==> config.mk <==
export PLATFORM = sky130hd
export DESIGN_NAME = vga_sync_gen_flat
export DESIGN_NICKNAME = d
export VERILOG_FILES = /design/src/rtl/vga_timing_pkg.sv /design/src/rtl/vga_sync_gen_if.sv /design/src/rtl/vga_sync_delay.sv /design/src/rtl/vga_sync_gen.sv /design/src/flat_wrapper.sv
export SDC_FILE = /design/constraint.sdc
export NUM_CORES = 1
export LEC_CHECK = 0
export BUFFER_PORTS_ARGS = -buffer_cell sky130_fd_sc_hd__buf_2
export CORE_ASPECT_RATIO = 1.1
export CORE_MARGIN = 2
export CORE_UTILIZATION = 58
export CTS_CLUSTER_SIZE = 20
export DETAILED_ROUTE_END_ITERATION = 7
export PLACE_DENSITY = 0.86
export SYNTH_ARGS = -nofsm -noshare
export SYNTH_HDL_FRONTEND = slang
export SYNTH_HIERARCHICAL = 1
export SYNTH_SLANG_ARGS = --single-unit
==> constraint.sdc <==
create_clock -name clk -period 3.05 [get_ports clk]
set_clock_uncertainty 0.05 [all_clocks]
set_input_delay 0.305 -clock clk [delete_from_list [all_inputs] [get_ports clk]]
set_output_delay 0.305 -clock clk [all_outputs]
set_load 0.02 [all_outputs]
==> src/rtl/vga_timing_pkg.sv <==
// Shared 640x480 timing constants, coordinate width and sync-bit layout for the VGA path.
package vga_timing_pkg;

  localparam int COORD_W = 10;

  localparam int H_DISPLAY_DEF = 640;
  localparam int H_FRONT_DEF   = 16;
  localparam int H_SYNC_DEF    = 96;
  localparam int H_BACK_DEF    = 48;
  localparam int V_DISPLAY_DEF = 480;
  localparam int V_FRONT_DEF   = 10;
  localparam int V_SYNC_DEF    = 2;
  localparam int V_BACK_DEF    = 33;

  function automatic int total4(input int a, input int b, input int c, input int d);
    return a + b + c + d;
  endfunction

  localparam int H_TOTAL_DEF = total4(H_DISPLAY_DEF, H_FRONT_DEF, H_SYNC_DEF, H_BACK_DEF);
  localparam int V_TOTAL_DEF = total4(V_DISPLAY_DEF, V_FRONT_DEF, V_SYNC_DEF, V_BACK_DEF);

  typedef struct packed {
    logic hsync;
    logic vsync;
    logic video_on;
  } sync_bits_t;

  // Idle pin state: both syncs inactive (high), blanked.
  localparam sync_bits_t SYNC_IDLE = 3'b110;

endpackage

==> src/rtl/vga_sync_gen_if.sv <==
// Timing bundle from vga_sync_gen to its consumers; sec_tick exists only with VGA_SYNC_SEC_TICK_EN.
interface vga_sync_gen_if;
  import vga_timing_pkg::*;

  logic               p_tick;
  logic [COORD_W-1:0] pix_x;
  logic [COORD_W-1:0] pix_y;
  logic               video_on;
  logic               hsync;
  logic               vsync;
  logic               frame_start;
`ifdef VGA_SYNC_SEC_TICK_EN
  logic               sec_tick;
`endif

  modport master (
    output p_tick, pix_x, pix_y, video_on, hsync, vsync, frame_start
`ifdef VGA_SYNC_SEC_TICK_EN
    , output sec_tick
`endif
  );

  modport slave (
    input p_tick, pix_x, pix_y, video_on, hsync, vsync, frame_start
`ifdef VGA_SYNC_SEC_TICK_EN
    , input sec_tick
`endif
  );

endinterface

==> src/rtl/vga_sync_delay.sv <==
// Enable-gated shift register aligning sync/blank pins with the pixel datapath latency.
module vga_sync_delay #(
  parameter int               WIDTH   = 3,
  parameter int               DEPTH   = 2,
  parameter logic [WIDTH-1:0] RST_VAL = '0
) (
  input  logic             clk,
  input  logic             rst,
  input  logic             i_en,
  input  logic [WIDTH-1:0] i_d,
  output logic [WIDTH-1:0] o_q
);

  // Zero depth still keeps one output register so the pins stay registered.
  localparam int STAGES = (DEPTH == 0) ? 1 : DEPTH;

  logic [WIDTH-1:0] r_stage [STAGES];

  always_ff @(posedge clk or posedge rst) begin
    if (rst) begin
      for (int i = 0; i < STAGES; i++) begin
        r_stage[i] <= RST_VAL;
      end
    end else if (i_en) begin
      r_stage[0] <= i_d;
      for (int i = 1; i < STAGES; i++) begin
        r_stage[i] <= r_stage[i-1];
      end
    end
  end

  assign o_q = r_stage[STAGES-1];

endmodule

==> src/rtl/vga_sync_gen.sv <==
// VGA timing generator: pixel-tick divider, h/v counters, delayed sync/blank pins.
// Optional 1 Hz sec_tick (frame counter modulo 60) enabled by defining VGA_SYNC_SEC_TICK_EN.
module vga_sync_gen
  import vga_timing_pkg::*;
#(
  parameter int CLK_DIV    = 2,
  parameter int H_DISPLAY  = H_DISPLAY_DEF,
  parameter int H_FRONT    = H_FRONT_DEF,
  parameter int H_SYNC     = H_SYNC_DEF,
  parameter int H_BACK     = H_BACK_DEF,
  parameter int V_DISPLAY  = V_DISPLAY_DEF,
  parameter int V_FRONT    = V_FRONT_DEF,
  parameter int V_SYNC     = V_SYNC_DEF,
  parameter int V_BACK     = V_BACK_DEF,
  parameter int SYNC_DELAY = 2
) (
  input  logic           clk,
  input  logic           reset,
  vga_sync_gen_if.master o_vga
);

  localparam int H_TOTAL = total4(H_DISPLAY, H_FRONT, H_SYNC, H_BACK);
  localparam int V_TOTAL = total4(V_DISPLAY, V_FRONT, V_SYNC, V_BACK);
  localparam int DIV_W   = (CLK_DIV > 1) ? $clog2(CLK_DIV) : 1;

  localparam logic [DIV_W-1:0]   DIV_LAST  = DIV_W'(CLK_DIV - 1);
  localparam logic [DIV_W-1:0]   DIV_ONE   = DIV_W'(1);
  localparam logic [COORD_W-1:0] COORD_ONE = COORD_W'(1);
  localparam logic [COORD_W-1:0] H_LAST    = COORD_W'(H_TOTAL - 1);
  localparam logic [COORD_W-1:0] V_LAST    = COORD_W'(V_TOTAL - 1);
  localparam logic [COORD_W-1:0] H_VIS     = COORD_W'(H_DISPLAY);
  localparam logic [COORD_W-1:0] V_VIS     = COORD_W'(V_DISPLAY);
  localparam logic [COORD_W-1:0] HS_START  = COORD_W'(H_DISPLAY + H_FRONT);
  localparam logic [COORD_W-1:0] HS_END    = COORD_W'(H_DISPLAY + H_FRONT + H_SYNC - 1);
  localparam logic [COORD_W-1:0] VS_START  = COORD_W'(V_DISPLAY + V_FRONT);
  localparam logic [COORD_W-1:0] VS_END    = COORD_W'(V_DISPLAY + V_FRONT + V_SYNC - 1);

  logic [DIV_W-1:0]   r_div;
  logic [COORD_W-1:0] r_h;
  logic [COORD_W-1:0] r_v;
  logic               r_frame_start;
  logic [COORD_W-1:0] w_h_next;
  logic [COORD_W-1:0] w_v_next;
  logic               w_p_tick;
  logic               w_h_last;
  logic               w_v_last;
  logic               w_frame_wrap;
  sync_bits_t         w_raw;
  sync_bits_t         w_sync;

  // With CLK_DIV=1 the divider sits at 0 == DIV_LAST, holding p_tick high.
  assign w_p_tick     = (r_div == DIV_LAST);
  assign w_h_last     = (r_h == H_LAST);
  assign w_v_last     = (r_v == V_LAST);
  assign w_frame_wrap = w_p_tick && w_h_last && w_v_last;

  always_ff @(posedge clk or posedge reset) begin
    if (reset) begin
      r_div <= '0;
    end else if (w_p_tick) begin
      r_div <= '0;
    end else begin
      r_div <= r_div + DIV_ONE;
    end
  end

  always_comb begin
    w_h_next = r_h;
    w_v_next = r_v;
    if (w_p_tick) begin
      if (w_h_last) begin
        w_h_next = '0;
        if (w_v_last) begin
          w_v_next = '0;
        end else begin
          w_v_next = r_v + COORD_ONE;
        end
      end else begin
        w_h_next = r_h + COORD_ONE;
      end
    end else begin
      w_h_next = r_h;
      w_v_next = r_v;
    end
  end

  always_ff @(posedge clk or posedge reset) begin
    if (reset) begin
      r_h           <= '0;
      r_v           <= '0;
      r_frame_start <= 1'b0;
    end else begin
      r_h           <= w_h_next;
      r_v           <= w_v_next;
      r_frame_start <= w_frame_wrap;
    end
  end

  always_comb begin
    w_raw          = SYNC_IDLE;
    w_raw.hsync    = ~((r_h >= HS_START) && (r_h <= HS_END));
    w_raw.vsync    = ~((r_v >= VS_START) && (r_v <= VS_END));
    w_raw.video_on = (r_h < H_VIS) && (r_v < V_VIS);
  end

  vga_sync_delay #(
    .WIDTH   (3),
    .DEPTH   (SYNC_DELAY),
    .RST_VAL (SYNC_IDLE)
  ) u_sync_delay (
    .clk  (clk),
    .rst  (reset),
    .i_en (w_p_tick),
    .i_d  (w_raw),
    .o_q  (w_sync)
  );

`ifdef VGA_SYNC_SEC_TICK_EN
  logic [5:0] r_frame_cnt;
  logic       r_sec_tick;

  // sec_tick is registered alongside frame_start so the two pulses coincide.
  always_ff @(posedge clk or posedge reset) begin
    if (reset) begin
      r_frame_cnt <= 6'd0;
      r_sec_tick  <= 1'b0;
    end else if (w_frame_wrap) begin
      if (r_frame_cnt == 6'd59) begin
        r_frame_cnt <= 6'd0;
        r_sec_tick  <= 1'b1;
      end else begin
        r_frame_cnt <= r_frame_cnt + 6'd1;
        r_sec_tick  <= 1'b0;
      end
    end else begin
      r_sec_tick <= 1'b0;
    end
  end

  assign o_vga.sec_tick = r_sec_tick;
`endif

  assign o_vga.p_tick      = w_p_tick;
  assign o_vga.pix_x       = r_h;
  assign o_vga.pix_y       = r_v;
  assign o_vga.hsync       = w_sync.hsync;
  assign o_vga.vsync       = w_sync.vsync;
  assign o_vga.video_on    = w_sync.video_on;
  assign o_vga.frame_start = r_frame_start;

endmodule

==> src/flat_wrapper.sv <==
// flat-port wrapper written by rule: the top's interface ports become plain ports
module vga_sync_gen_flat import vga_timing_pkg::*;
#(
  parameter int CLK_DIV    = 2,
  parameter int H_DISPLAY  = H_DISPLAY_DEF,
  parameter int H_FRONT    = H_FRONT_DEF,
  parameter int H_SYNC     = H_SYNC_DEF,
  parameter int H_BACK     = H_BACK_DEF,
  parameter int V_DISPLAY  = V_DISPLAY_DEF,
  parameter int V_FRONT    = V_FRONT_DEF,
  parameter int V_SYNC     = V_SYNC_DEF,
  parameter int V_BACK     = V_BACK_DEF,
  parameter int SYNC_DELAY = 2
)
  (clk, reset, o_vga_p_tick, o_vga_pix_x, o_vga_pix_y, o_vga_video_on, o_vga_hsync, o_vga_vsync, o_vga_frame_start);
  vga_sync_gen_if o_vga_i ();
  input  logic clk;
  input  logic reset;
  output wire logic [$bits(o_vga_i.p_tick)-1:0] o_vga_p_tick;
  output wire logic [$bits(o_vga_i.pix_x)-1:0] o_vga_pix_x;
  output wire logic [$bits(o_vga_i.pix_y)-1:0] o_vga_pix_y;
  output wire logic [$bits(o_vga_i.video_on)-1:0] o_vga_video_on;
  output wire logic [$bits(o_vga_i.hsync)-1:0] o_vga_hsync;
  output wire logic [$bits(o_vga_i.vsync)-1:0] o_vga_vsync;
  output wire logic [$bits(o_vga_i.frame_start)-1:0] o_vga_frame_start;
  assign o_vga_p_tick = o_vga_i.p_tick;
  assign o_vga_pix_x = o_vga_i.pix_x;
  assign o_vga_pix_y = o_vga_i.pix_y;
  assign o_vga_video_on = o_vga_i.video_on;
  assign o_vga_hsync = o_vga_i.hsync;
  assign o_vga_vsync = o_vga_i.vsync;
  assign o_vga_frame_start = o_vga_i.frame_start;
  vga_sync_gen #(.CLK_DIV(CLK_DIV), .H_DISPLAY(H_DISPLAY), .H_FRONT(H_FRONT), .H_SYNC(H_SYNC), .H_BACK(H_BACK), .V_DISPLAY(V_DISPLAY), .V_FRONT(V_FRONT), .V_SYNC(V_SYNC), .V_BACK(V_BACK), .SYNC_DELAY(SYNC_DELAY)) u_core (.clk(clk), .reset(reset), .o_vga(o_vga_i));
endmodule
==> results of run 1 <==
[power groups by stage]
stage	Clock (mW)	Combinational (mW)	Sequential, mW
floorplan	0	0.00558	0.378
detailed placement	0	0.00834	0.378
finish	0.239	0.00878	0.372
CTS	0.247	0.00935	0.372
global route	0.263	0.0104	0.372
global placement	0	0.00810	0.378
[final cells by class]
| type | instances | share of cell area, % |
|---|---|---|
| Inverter | 9 | 2.063 |
| Timing Repair Buffer | 28 | 9.015 |
| Clock inverter | 1 | 1.833 |
| Multi-Input combinational cell | 93 | 40.26 |
| Clock buffer | 3 | 1.375 |
| Sequential cell | 28 | 43.09 |
| Tap cell | 31 | 2.368 |
[flip-flops by register name (all words and copies together), names as in the netlist]
signal and cells:
u_core/o_vga.pix_x 10, u_core/o_vga.pix_y 10, u_core/u_sync_delay/o_q 3, u_core/o_vga.frame_start 1, u_core/u_sync_delay/r_stage 3, u_core/o_vga.p_tick 1
[layout by cell type, fill, tap and decap left out, drive strengths merged, types with 2 or more instances in the layout]
| cell | instances |
|---|---|
| a21oi | 4 |
| mux2 | 6 |
| ha | 5 |
| xnor2 | 9 |
| o21ai | 7 |
| buf | 27 |
| dfrtp | 24 |
| xor2 | 2 |
| nand3 | 9 |
| nand4 | 6 |
| o21a | 2 |
| inv | 9 |
| clkbuf | 3 |
| nor4 | 4 |
| nor3 | 4 |
| nand2 | 9 |
| or3 | 4 |
| or4 | 2 |
| nor2 | 8 |
| and3 | 4 |
| dfstp | 4 |
[worst reg2reg max path, delay by kind of cell, from the launching register on]
kind            cells  cell delay [ns]
flops               1             0.48
simple gates        3             1.35
compound gates      1             0.14
[cell families (layout without fill, tap and decap cells)]
family	count (synthesis)	in the layout	share of synthesized area, %
buffers and inverters	17	41	6.029
AND/OR/NAND/NOR	54	54	21.36
multiplexers	6	6	6.202
XOR/XNOR	11	11	6.633
adder cells (fa/ha/maj)	5	5	4.307
flip-flops	28	28	48.58
AO/OA/AOI/OAI	17	17	6.891
[how the worst max path moves through the flow]
stage,start,to,slack [ns],depth (start not counted)
floorplan,u_core/o_vga.pix_x[5]$_DFFE_PP0P_,u_core/o_vga.pix_y[3]$_DFFE_PP0P_,1.02,5
global placement,u_core/o_vga.pix_x[5]$_DFFE_PP0P_,u_core/o_vga.pix_y[3]$_DFFE_PP0P_,1.08,4
detailed placement,u_core/o_vga.pix_x[5]$_DFFE_PP0P_,u_core/o_vga.pix_y[4]$_DFFE_PP0P_,1.00,4
CTS,u_core/o_vga.pix_x[1]$_DFFE_PP0P_,u_core/o_vga.pix_y[4]$_DFFE_PP0P_,0.97,5
global route,u_core/o_vga.pix_x[1]$_DFFE_PP0P_,u_core/o_vga.pix_y[4]$_DFFE_PP0P_,0.82,5
finish,u_core/o_vga.pix_x[5]$_DFFE_PP0P_,u_core/o_vga.pix_y[4]$_DFFE_PP0P_,0.98,4
[per-layer routing]
| layer | track usage, % | vias up |
|---|---|---|
| met2 | 34.43 | 35 |
| met4 | 7.143 | 0 |
| met5 | 0 | - |
| met1 | 30.14 | 540 |
| li1 | - | 537 |
| met3 | 3.457 | 2 |
[repair_timing]
action,4_1_cts,5_1_grt
endpoints found under the hold margin,2,0
buffers inserted,0,0
hold buffers,1,0
==> impl_results.md, run 1 <==
- Status: completed
- Clock Latency Late Sink: ~0.32 ns
- Pwr dens: approximately 380 nW/um^2
- Synth unique cells: 32
- Total track usage: approximately 22%
- Synthesized area per cell: 10.53 sq um
- Total grt overflow: 0
- H-tree depth: 1
- Peak supply drop: 0.2592 mV
- Die X: around 52 microns
- Initial antenna violation count: 0
- CP Cell Sequence: nand4bb_4 > or4_1 > or3_1 > a21oi_1
- Seq/Total Area, Yosys: approximately half
- Placed Area: 1575 sq um
- # diodes: 0
- Final Worst Setup Slack: 0.9792 ns
- # IOs: 27
- R2r worst-path depth: 4
- Nets: between 150 and 200
- Starting Density: about three fifths
- Startpoint type of the worst setup path: flop
- FF-to-FF Start: u_core/o_vga.pix_x[5]$_DFFE_PP0P_
- First-pass GRT wire length: just under 5000 microns
- Largest net degree at the start of global routing: 23
- P_leak: roughly 0.76 nW
- Area occupied by multi-input gates: 659.4 sq um
- Post-layout util: about two thirds
- Setup TNS: 0 ns
- Layout Cells excl Fill: 193
- Cell row count: 19
- CTS-repair resized insts: 0
- # placed instances: between 150 and 200
- Total power: between 600 and 700 uW
- Initial drt markers: between 40 and 50
- Total Wirelength: ~2800 microns
- Vias: between 1000 and 1500
- Die height: roughly 56 microns
- Crit path max-delay cell type: or4_1
- R2R Setup Slk: roughly 0.98 ns
- Top delay family on crit path: simple AND/OR/NAND/NOR gates
- Final HPWL DP: 2076 microns
- Proportion of power drawn by the clock network: between 30 and 40%
- Area leader, netlist: dfrtp_1
- Period utilization: between 60 and 70%
- Worst path bufs/invs: 0
- Max Clock Freq: 482.9 MHz
- Synth top area cells: dfrtp_1, dfstp_2, mux2_4, xnor2_1, ha_1
- Inserted Clock Buffers: 3
- Final Cell Area: 1638 sq um
- DRC viols: 0
- Critical Path Fanout Max: 8
- Most frequent cells after synthesis: dfrtp_1, inv_1, nand2_1, nand3_1, xnor2_1
- Filler Cells Inserted: approximately 200
- Full die area: between 2000 and 3000 sq um
- Register clock-pin slew on the reported worst setup and hold paths: 0.15 ns
- Vias in the first global route: around 1100
- Post-synth top flop: dfrtp_1
- Via density: just under 6
- Worst slew pin tran: slightly above 0.9 ns
- Crit path DAT: roughly 2.3 ns
- WS Path Type: flop to flop
- Final min period: 2.071 ns
- Final ANT Viol Nets: 0
- Max incr delay on CP: approximately 0.66 ns
- DR pass1 iterations: 4
- Routed WL per cell: ~15 microns
- Final hold vios: 0
- Routed wl met3: 121 microns
- Cell area after synthesis: about 1500 sq um
- Clk sink count: 28
- Met2 wire length: between 1000 and 1500 microns
- Pre-CTS WS: 1.001 ns
- CTS tree: yes
- Hold Worst Slack: about 0.37 ns
- Placer Congestion: 0.8870
- Top cell type's share of synthesized area: 41.34%
- Total core area: 2449 sq um
- Async SR Flop Fraction: 100.0%
- Worst path required time: between 3 and 4 ns
- Syn_nets: 145
- FF-to-FF End: u_core/o_vga.pix_y[4]$_DFFE_PP0P_
- Met1 Wirelength: between 1000 and 1500 microns
- RSZ-0062 raised after global routing: false
- Number of synthesized flops with an enable pin: 0
- Pins Over Slew Limit: 0
- Worst-case clock buffer depth: 2
- Layout cells sized above 1: a little over a quarter
- Seq pwr share: about 60%
- CP Capture Type: flop
- Net Sw Frac: a little under a fifth
- Max-cap violations: 0
- Area Growth Syn to Fin: 12.75%
- Root buf cell: clkbuf_4
- Final setup fails: 0
- Slew headroom: between 30% and 40%
- Syn Inst Count: approximately 140
- Combinational fraction of design power: around 1.4%
- Hold WC Path Type: input pin to async pin
- Sequential Area: 705.7 sq um
- Highest metal used: met4
- P_sw: between 100 and 150 uW
- Cell Int Power: 505.9 uW
- Yosys warnings: 6
- Buffers on Ports: 26
- Synthesized flop and latch total: 28
- Most numerous cell in the Yosys netlist: dfrtp_1
No activity file was read; power rests on OpenSTA's default activity.
==> run 2: changes to the inputs <==
Settings changed: CORE_UTILIZATION 58 to 49, PLACE_DENSITY 0.86 to 0.78.
Clock period 3.05 ns to 1.7 ns, I/O delays scaled along.
==> run 2 against run 1 <==
  * The flow now finishes with violations (setup timing)
  * Flip-flop and latch count did not move
  * Count of clock-buffer cells in the layout grew 1
  * Critical path depth stayed put
  * Non-clock buffer count grew 32
  * Core utilization up 2.9 points
  * Cell area rose by 19%
  * Worst hold slack worse by 0.13 ns
  * Global-route usage shrank 1.2 points
  * Sequential power increased by 79%
  * First-iteration DRC count increased by 42%
  * Critical path type unchanged
  * Combinational power increased by 100%
==> impl_results.md, run 2 (synthesis gave the netlist of run 1 again) <==
- Layout Cells excl Fill: 227
- Nets: between 200 and 250
- Peak supply drop: 0.4377 mV
- FF-to-FF Start: u_core/o_vga.pix_x[7]$_DFFE_PP0P_
- DR pass1 iterations: 4
- Via density: between 5 and 6
- Total power: approximately 960 uW
- Final ANT Viol Nets: 0
- Final HPWL DP: roughly 2400 microns
- Die X: 55.92 microns
- Initial antenna violation count: 0
- Met1 Wirelength: ~1400 microns
- Status: finished, violations left
- RSZ-0062 raised after global routing: true
- Commonest non-fill, non-tap cell in the layout: buf_4
- Max Clock Freq: around 560 MHz
- Pwr dens: around 500 nW/um^2
- Vias in the first global route: around 1200
- Placed Area: 1827 sq um
- # IOs: 27
- Hold Worst Slack: roughly 0.25 ns
- R2r worst-path depth: 4
- Met2 wire length: around 1800 microns
- FF-to-FF End: u_core/o_vga.pix_y[3]$_DFFE_PP0P_
- Total track usage: a little over 20%
- Worst-case clock buffer depth: 2
- CP Cell Sequence: nand4bb_4 > or4_4 > or3_1 > a21oi_1
- Vias: 1263
- First-pass GRT wire length: about 5400 microns
- Highest metal used: met4
- Hold WC Path Type: input pin to async pin
- Area Growth Syn to Fin: 34.71%
- WS Path Type: flop to flop
- Total Wirelength: between 3000 and 4000 microns
- Crit path max-delay cell type: or4_4
- Critical Path Start: u_core/o_vga.pix_x[7]$_DFFE_PP0P_
- Full die area: around 3400 sq um
- Final setup fails: 3
- Initial drt markers: 61
- Clock Latency Late Sink: between 0.3 and 0.4 ns
- Failing checks: setup timing
- P_leak: 0.9136 nW
- Cell row count: 20
- Pre-CTS WS: -0.1029 ns
- Final Cell Area: about 2000 sq um
- Most frequent cells in the layout: buf_4, buf_2, dfrtp_1, nand2_1, xnor2_1
- Worst path required time: 1.91 ns
- Final hold vios: 0
- Final Worst Setup Slack: -0.09259 ns
- Critical Path Fanout Max: 6
- R2R Setup Slk: -0.09 ns
- Worst setup path end: u_core/o_vga.pix_y[3]$_DFFE_PP0P_
- Routed WL per cell: between 10 and 15 microns
- Register clock-pin slew on the reported worst setup and hold paths: 0.14 ns
- Final min period: 1.793 ns
- Starting Density: slightly above 50%
- Crit path DAT: 2.00 ns
- Root buf cell: clkbuf_4
- Inserted Clock Buffers: 3
- Max incr delay on CP: between 0.5 and 0.6 ns
- Routed wl met3: approximately 130 microns
- Total grt overflow: 0
- Clk sink count: 28
- Die height: about 61 microns
- Placer Congestion: approximately 0.83
- Layout cells sized above 1: 48.97%
- CP Capture Type: flop
- Max-cap violations: 0
- Slew headroom: 69.01%
- Buffers on Ports: 26
- # diodes: 0
- Post-layout util: ~70%
- Pins Over Slew Limit: 0
- Largest net degree at the start of global routing: 23
- Period utilization: 105.4%
- H-tree depth: 1
- Total core area: between 2000 and 3000 sq um
- # placed instances: 220
- Startpoint type of the worst setup path: flop
- Worst slew pin tran: about 0.46 ns
- DRC viols: 0
- Setup TNS: -0.2330 ns
- CTS tree: yes
-- run 2: cell type report --
cell class | count | area, sq um
Fill cell | 210 | 845.8
Multi-Input combinational cell | 93 | 748.2
Sequential cell | 28 | 711.9
Timing Repair Buffer | 60 | 395.4
Tap cell | 33 | 41.29
Inverter | 9 | 33.78
Clock buffer | 4 | 26.28
-- run 2: worst min-delay path by stage --
stage / startpoint / endpoint / slack, ns / cells past startpoint
2_1_floorplan: reset / u_core/u_sync_delay/o_q[0]$_DFFE_PP0P_ / -0.09 / 1
3_3_place_gp: reset / u_core/u_sync_delay/r_stage[3]$_DFFE_PP0P_ / 0.04 / 2
3_5_place_dp: reset / u_core/u_sync_delay/o_q[0]$_DFFE_PP0P_ / 0.05 / 2
4_1_cts: reset / u_core/u_sync_delay/o_q[0]$_DFFE_PP0P_ / 0.24 / 3
5_1_grt: reset / u_core/u_sync_delay/o_q[0]$_DFFE_PP0P_ / 0.26 / 3
6_report: reset / u_core/u_sync_delay/o_q[0]$_DFFE_PP0P_ / 0.25 / 3
-- run 2: timing repair --
item	CTS	global route
resized for setup	3	17
hold buffers	1	0
endpoints found under the hold margin	28	0
pin swaps	1	6
setup endpoints to repair	4	12
buffers inserted	1	1
-- run 2: worst max-delay path, delay by kind of cell (launching register included) --
family / cells / cell delay, ns
flops: 1 / 0.43
simple gates: 3 / 1.12
compound gates: 1 / 0.14
-- run 2: where the power goes --
group | total [mW] | internal (mW) | switching (mW) | leakage (nW)
registers | 0.667 | 0.667 | 0 | 0.344
clock network | 0.276 | 0.0917 | 0.184 | 0.0150
logic | 0.0179 | 0.00420 | 0.0137 | 0.554
total | 0.960 | 0.763 | 0.198 | 0.914
-- run 2: routing by layer --
metal  vias to the layer above  GRT usage (%)
met5                         -              0
met3                         8          3.992
met4                         0          5.102
met1                       629          24.46
met2                        28          38.95
li1                        598              -
